**src/rtl/featuremap_relu_maxpool.sv**
```systemverilog
// ReLU followed by 2x2 stride-2 max pooling over a single-channel fp32 raster stream.
// One pooled pixel is registered 1 cycle after each window's bottom-right input; no backpressure.
module featuremap_relu_maxpool #(
  parameter int data_width = 32,
  parameter int img_heigh  = 112,
  parameter int img_width  = 112
) (
  input  logic                  clk,
  input  logic                  reset,
  input  logic                  valid_in,
  input  logic [data_width-1:0] data_in,
  output logic                  valid_out,
  output logic [data_width-1:0] data_out,
  output logic                  done
);

  localparam int HALF_W = img_width / 2;
  localparam int CW     = (img_width > 1) ? $clog2(img_width) : 1;
  localparam int RW     = (img_heigh > 1) ? $clog2(img_heigh) : 1;
  localparam int LW     = (HALF_W > 1) ? $clog2(HALF_W) : 1;

  logic [CW-1:0]         col_q, col_d;
  logic [RW-1:0]         row_q, row_d;
  logic [data_width-1:0] hold_q, hold_d;
  logic [data_width-1:0] dout_q, dout_d;
  logic                  valid_q, valid_d;
  logic                  done_q, done_d;

  logic [data_width-1:0] linebuf [HALF_W];
  logic [data_width-1:0] relu_val;
  logic [data_width-1:0] pair;
  logic [data_width-1:0] lb_rd;
  logic [LW-1:0]         lb_idx;
  logic                  col_last;
  logic                  row_last;
  logic                  lb_we;

  // Post-ReLU values are non-negative, so raw-bit unsigned compare orders them like floats.
  assign relu_val = data_in[data_width-1] ? '0 : data_in;
  assign pair     = (hold_q > relu_val) ? hold_q : relu_val;
  assign col_last = (col_q == CW'(img_width - 1));
  assign row_last = (row_q == RW'(img_heigh - 1));
  assign lb_idx   = LW'(col_q >> 1);
  assign lb_rd    = linebuf[lb_idx];
  assign lb_we    = valid_in && col_q[0] && !row_q[0];

  always_comb begin
    col_d   = col_q;
    row_d   = row_q;
    hold_d  = hold_q;
    dout_d  = dout_q;
    valid_d = 1'b0;
    done_d  = 1'b0;
    if (valid_in) begin
      if (col_last) begin
        col_d = '0;
        row_d = row_last ? '0 : row_q + 1'b1;
      end else begin
        col_d = col_q + 1'b1;
      end
      if (!col_q[0]) begin
        hold_d = relu_val;
      end else if (row_q[0]) begin
        valid_d = 1'b1;
        dout_d  = (lb_rd > pair) ? lb_rd : pair;
        done_d  = row_last && col_last;
      end
    end
  end

  always_ff @(posedge clk or negedge reset) begin
    if (!reset) begin
      col_q   <= '0;
      row_q   <= '0;
      hold_q  <= '0;
      dout_q  <= '0;
      valid_q <= 1'b0;
      done_q  <= 1'b0;
    end else begin
      col_q   <= col_d;
      row_q   <= row_d;
      hold_q  <= hold_d;
      dout_q  <= dout_d;
      valid_q <= valid_d;
      done_q  <= done_d;
    end
  end

  // Even rows write, odd rows read: a write and a read never hit the same entry together.
  always_ff @(posedge clk) begin
    if (lb_we) linebuf[lb_idx] <= pair;
  end

  assign valid_out = valid_q;
  assign data_out  = dout_q;
  assign done      = done_q;

endmodule

```
**config.mk**
```make
export PLATFORM = sky130hd
export DESIGN_NAME = featuremap_relu_maxpool
export DESIGN_NICKNAME = d
export VERILOG_FILES = /design/src/rtl/featuremap_relu_maxpool.sv
export SDC_FILE = /design/constraint.sdc
export NUM_CORES = 2
export LEC_CHECK = 0
export ABC_CLOCK_PERIOD_IN_PS = 13900
export CORE_AREA = 2 2 493 372
export DETAILED_ROUTE_END_ITERATION = 10
export DIE_AREA = 0 0 495 374
export SLEW_MARGIN = 20
export SYNTH_ARGS = -nofsm -noshare
export SYNTH_HDL_FRONTEND = slang
export SYNTH_SLANG_ARGS = --single-unit
```
**constraint.sdc**
```tcl
create_clock -name clk -period 13.9 [get_ports clk]
set_input_delay 1.39 -clock clk [delete_from_list [all_inputs] [get_ports clk]]
set_output_delay 1.39 -clock clk [all_outputs]
set_load 0.01 [all_outputs]
```
==> impl_metrics.tcl <==
set metrics [dict create \
    outcome "finished, final reports clean" \
    p_per_cell_area_nw_per_um2 210.5 \
    synth_largest_area_cell "sky130_fd_sc_hd__edfxtp_1" \
    fin_worst_hold_slack_ns 0.5115 \
    cp.depth 17 \
    reg2regPathDepth 17 \
    start_util_pct 39.85 \
    grt_max_degree 101 \
    static-leakage-power_nw 26.18 \
    number_of_violations_reported_at_the_end_of_detailed_routing_iteration_0 6863 \
    critical-path-slowest-cell "sky130_fd_sc_hd__nand2_1" \
    final_hold_violation_count 0 \
    synth_top_flop_cell "sky130_fd_sc_hd__edfxtp_1" \
    die_area_um2 185100 \
    worst-slew-pin-transition_ns 1.206 \
    grt_first_pass_wirelength_um 324500 \
    yosys-top-cells-area "sky130_fd_sc_hd__edfxtp_1 (73%), sky130_fd_sc_hd__a22oi_1 (2.9%), sky130_fd_sc_hd__dfrtp_1 (2.7%)" \
    antenna_found_initial 14 \
    max_clock_freq_mhz 116.0 \
    synth_enable_flop_cells 1736 \
    netlist_instances 4225 \
    worst_hold_path_type "flip-flop to flip-flop" \
    cts_num_sinks 1814 \
    detail_route.wl_per_cell_um 34.13 \
    die_y_um 374 \
    drc 0 \
    buf_inv_stages_crit_path 4 \
    htreeDepth 4 \
    io_buffers 67 \
    vias_per_cell 6.330 \
    highest_layer "met5" \
    period_share_pct 62.03 \
    detailed_place_hpwl_um 130800 \
    die_x_um 495 \
    report.final.slew_viol_count 0 \
    cp-end-kind "flip-flop" \
    detail_route.wirelength_um 234400 \
    vdd.ir_drop.worst_v 0.0001760 \
    syn-mean-instance-area_um2 16.98 \
    cts.clk_slew.worst_paths_ns 0.07 \
    worst-endpoint-required_ns 14.61 \
    holdPathStages 2 \
    ios 69 \
    globalRouteTotalUtil_pct 24.86 \
    remaining_global_route_overflow 0 \
    post_synthesis_cell_type_count 84 \
    rsz_0062_raised_after_global_routing "no" \
    ys_seq_area_share_pct 75.37 \
    routed-wl-met2_um 97730 \
    synth-async-reset-ratio_pct 4.300 \
    dp.cells 6562 \
    finalClockSkew_ns 0.04167 \
    design.core.area_um2 180100 \
    routabilityCongestion 0.8689 \
    max-clock-path-buffers 3 \
    critical-path-max-stage-delay_ns 0.74 \
    finish.net_count 4435 \
    mappedNetlistNets 4324 \
    worstSkewPairLatency_ns 0.82 \
    ys_warn_count 0 \
    ys_seq_elements 1814 \
    synthToLayoutAreaGrowth_pct 13.28 \
    detail-route-antenna-nets 0 \
    finalNonFillerCells 6867 \
    tritoncts "built" \
    detailedRoute.firstPassIterationCount 6 \
    metal1_wirelength_um 96840 \
    worstSetupStartpointType "flip-flop" \
    setup.worst_path.class "flip-flop to flip-flop" \
    final_cell_area_um2 81290 \
    synth_top_area_share_pct 72.65 \
    postCtsHoldBufs 0 \
    worstPathCellList "buf_12 > buf_12 > and3_4 > buf_4 > buf_4 > a22oi_1 > and4_1 > o22ai_1 > or4_1 > ha_1 > nand4_1 > nor4_1 > nand4_1 > and3_1 > a22oi_1 > nand2_1 > o211ai_1" \
    maxCapViolCount 0 \
    tritoncts.num_buffers 167 \
    total_via_count_in_the_routed_design 43468 \
    cp_data_arrival_time_ns 9.33 \
    synth_common_cells "sky130_fd_sc_hd__edfxtp_1 (1736), sky130_fd_sc_hd__a22oi_1 (278), sky130_fd_sc_hd__nand2_1 (178)" \
    leading_cell_type_by_number_of_instances_after_synthesis "sky130_fd_sc_hd__edfxtp_1" \
    cts_resized 0 \
    max-slew-margin-rel_pct 19.39 \
    final_layout_size_suffix_gt1_share_pct 15.83 \
    finalSetupViolations 0 \
    fin_tns_setup_ns 0 \
    syn-cell-area_um2 71760 \
    std_cell_rows 135 \
    crit_path_max_fanout 94 \
    fin_crit_ns 8.622 \
    post-cts-setup-buffers 0 \
    cts_root_buf "sky130_fd_sc_hd__clkbuf_16" \
    wl_met3_um 32830 \
    grt_pass1_vias 40698 \
    instance_area_at_placement_um2 75920 \
    cpLargestDelayFamily "simple AND/OR/NAND/NOR gates" \
]
[logic make-up (layout without fill, tap and decap cells)]
family          count (synthesis)  after routing  share of synthesized area (%)
simple gates                  659            659                          5.266
fa+ha+maj                      64             64                          1.116
xor+xnor                        5              5                        0.06102
flops                        1814           1814                          75.37
other cells                     1              5                       0.005226
mux                           309            309                          5.320
compound gates               1003           1003                          10.45
buf+inv                       370            611                          2.417
[metal layers]
metal | vias to the layer above | track usage, %
li1 | 17546 | -
met1 | 22673 | 36.98
met2 | 2885 | 34.41
met3 | 360 | 7.934
met4 | 4 | 7.685
met5 | - | 0
[metrics by stage]
| stage | power [mW] | util, % | setup WS [ns] |
|---|---|---|---|
| 2_1_floorplan | 9.842 | - | 5.912 |
| 3_3_place_gp | 12.36 | 42.16 | 4.830 |
| 3_5_place_dp | 12.41 | 42.16 | 4.824 |
| 4_1_cts | 16.94 | 45.12 | 5.598 |
| 5_1_grt | 17.59 | 45.14 | 5.091 |
| 6_report | 17.12 | 45.15 | 5.278 |
[flip-flops by register name (all words and copies together) (netlist names)]
signal and count:
col_q 7, data_out 31, hold_q 31, linebuf 1736
valid_out 1, row_q 7, done 1
[path summary, 6_finish.rpt]
kind | slack, ns | startpoint | to
setup / recovery | 5.28 | col_q[2]$_DFFE_PN0P_ | data_out[15]$_DFFE_PN0P_
hold / removal | 0.51 | data_out[6]$_DFFE_PN0P_ | data_out[6]$_DFFE_PN0P_
setup reg to reg | 5.28 | col_q[2]$_DFFE_PN0P_ | data_out[15]$_DFFE_PN0P_
hold reg to reg | 0.51 | data_out[6]$_DFFE_PN0P_ | data_out[6]$_DFFE_PN0P_
max in group asynchronous | 12.36 | reset | data_out[15]$_DFFE_PN0P_
min in group asynchronous | 0.54 | reset | hold_q[27]$_DFFE_PN0P_
[final cells by class]
| type | instances | area [um2] |
|---|---|---|
| clock inverters | 97 | 928.4 |
| multi-input cells | 2041 | 16490 |
| fillers | 15521 | 98770 |
| inverters | 72 | 280.3 |
| well taps | 2397 | 2999 |
| flip-flops and latches | 1814 | 54090 |
| diodes | 4 | 10.01 |
| repair buffers | 240 | 2096 |
| clock buffers | 202 | 4395 |
[cells in the final DEF, fill, tap and decap left out, types with 22 or more instances in the layout]
cell and count:
sky130_fd_sc_hd__nor2_1 51, sky130_fd_sc_hd__and4b_1 22, sky130_fd_sc_hd__a221oi_1 121, sky130_fd_sc_hd__o211ai_1 46
sky130_fd_sc_hd__ha_1 64, sky130_fd_sc_hd__clkinv_2 32, sky130_fd_sc_hd__a221o_1 41, sky130_fd_sc_hd__clkinv_1 51
sky130_fd_sc_hd__clkdlybuf4s50_1 66, sky130_fd_sc_hd__edfxtp_1 1736, sky130_fd_sc_hd__nand2_1 178, sky130_fd_sc_hd__dfrtp_1 74
sky130_fd_sc_hd__buf_4 163, sky130_fd_sc_hd__a22o_1 62, sky130_fd_sc_hd__mux2i_1 126, sky130_fd_sc_hd__a31oi_1 49
sky130_fd_sc_hd__o2bb2ai_1 22, sky130_fd_sc_hd__clkbuf_16 171, sky130_fd_sc_hd__nor2_4 53, sky130_fd_sc_hd__clkbuf_1 31
sky130_fd_sc_hd__mux4_2 44, sky130_fd_sc_hd__mux2_2 138, sky130_fd_sc_hd__nand3_1 46, sky130_fd_sc_hd__o21ai_0 109
sky130_fd_sc_hd__inv_1 45, sky130_fd_sc_hd__a22oi_1 278, sky130_fd_sc_hd__nand4_1 59, sky130_fd_sc_hd__a21oi_1 87
sky130_fd_sc_hd__nor2b_1 35, sky130_fd_sc_hd__a211oi_1 23
[worst min-delay path: cells and delay by family (launching register included)]
family             cells  cell delay [ns]
DFF                    1             0.35
AOI/OAI and AO/OA      1             0.07
and+or+nand+nor        1             0.05
[power breakdown]
group          internal (mW)  switching, mW
registers               6.48          0.158
clock network           2.55           2.04
logic                   1.68           4.21
total                   10.7           6.40
(Power assumes the default switching activity.)
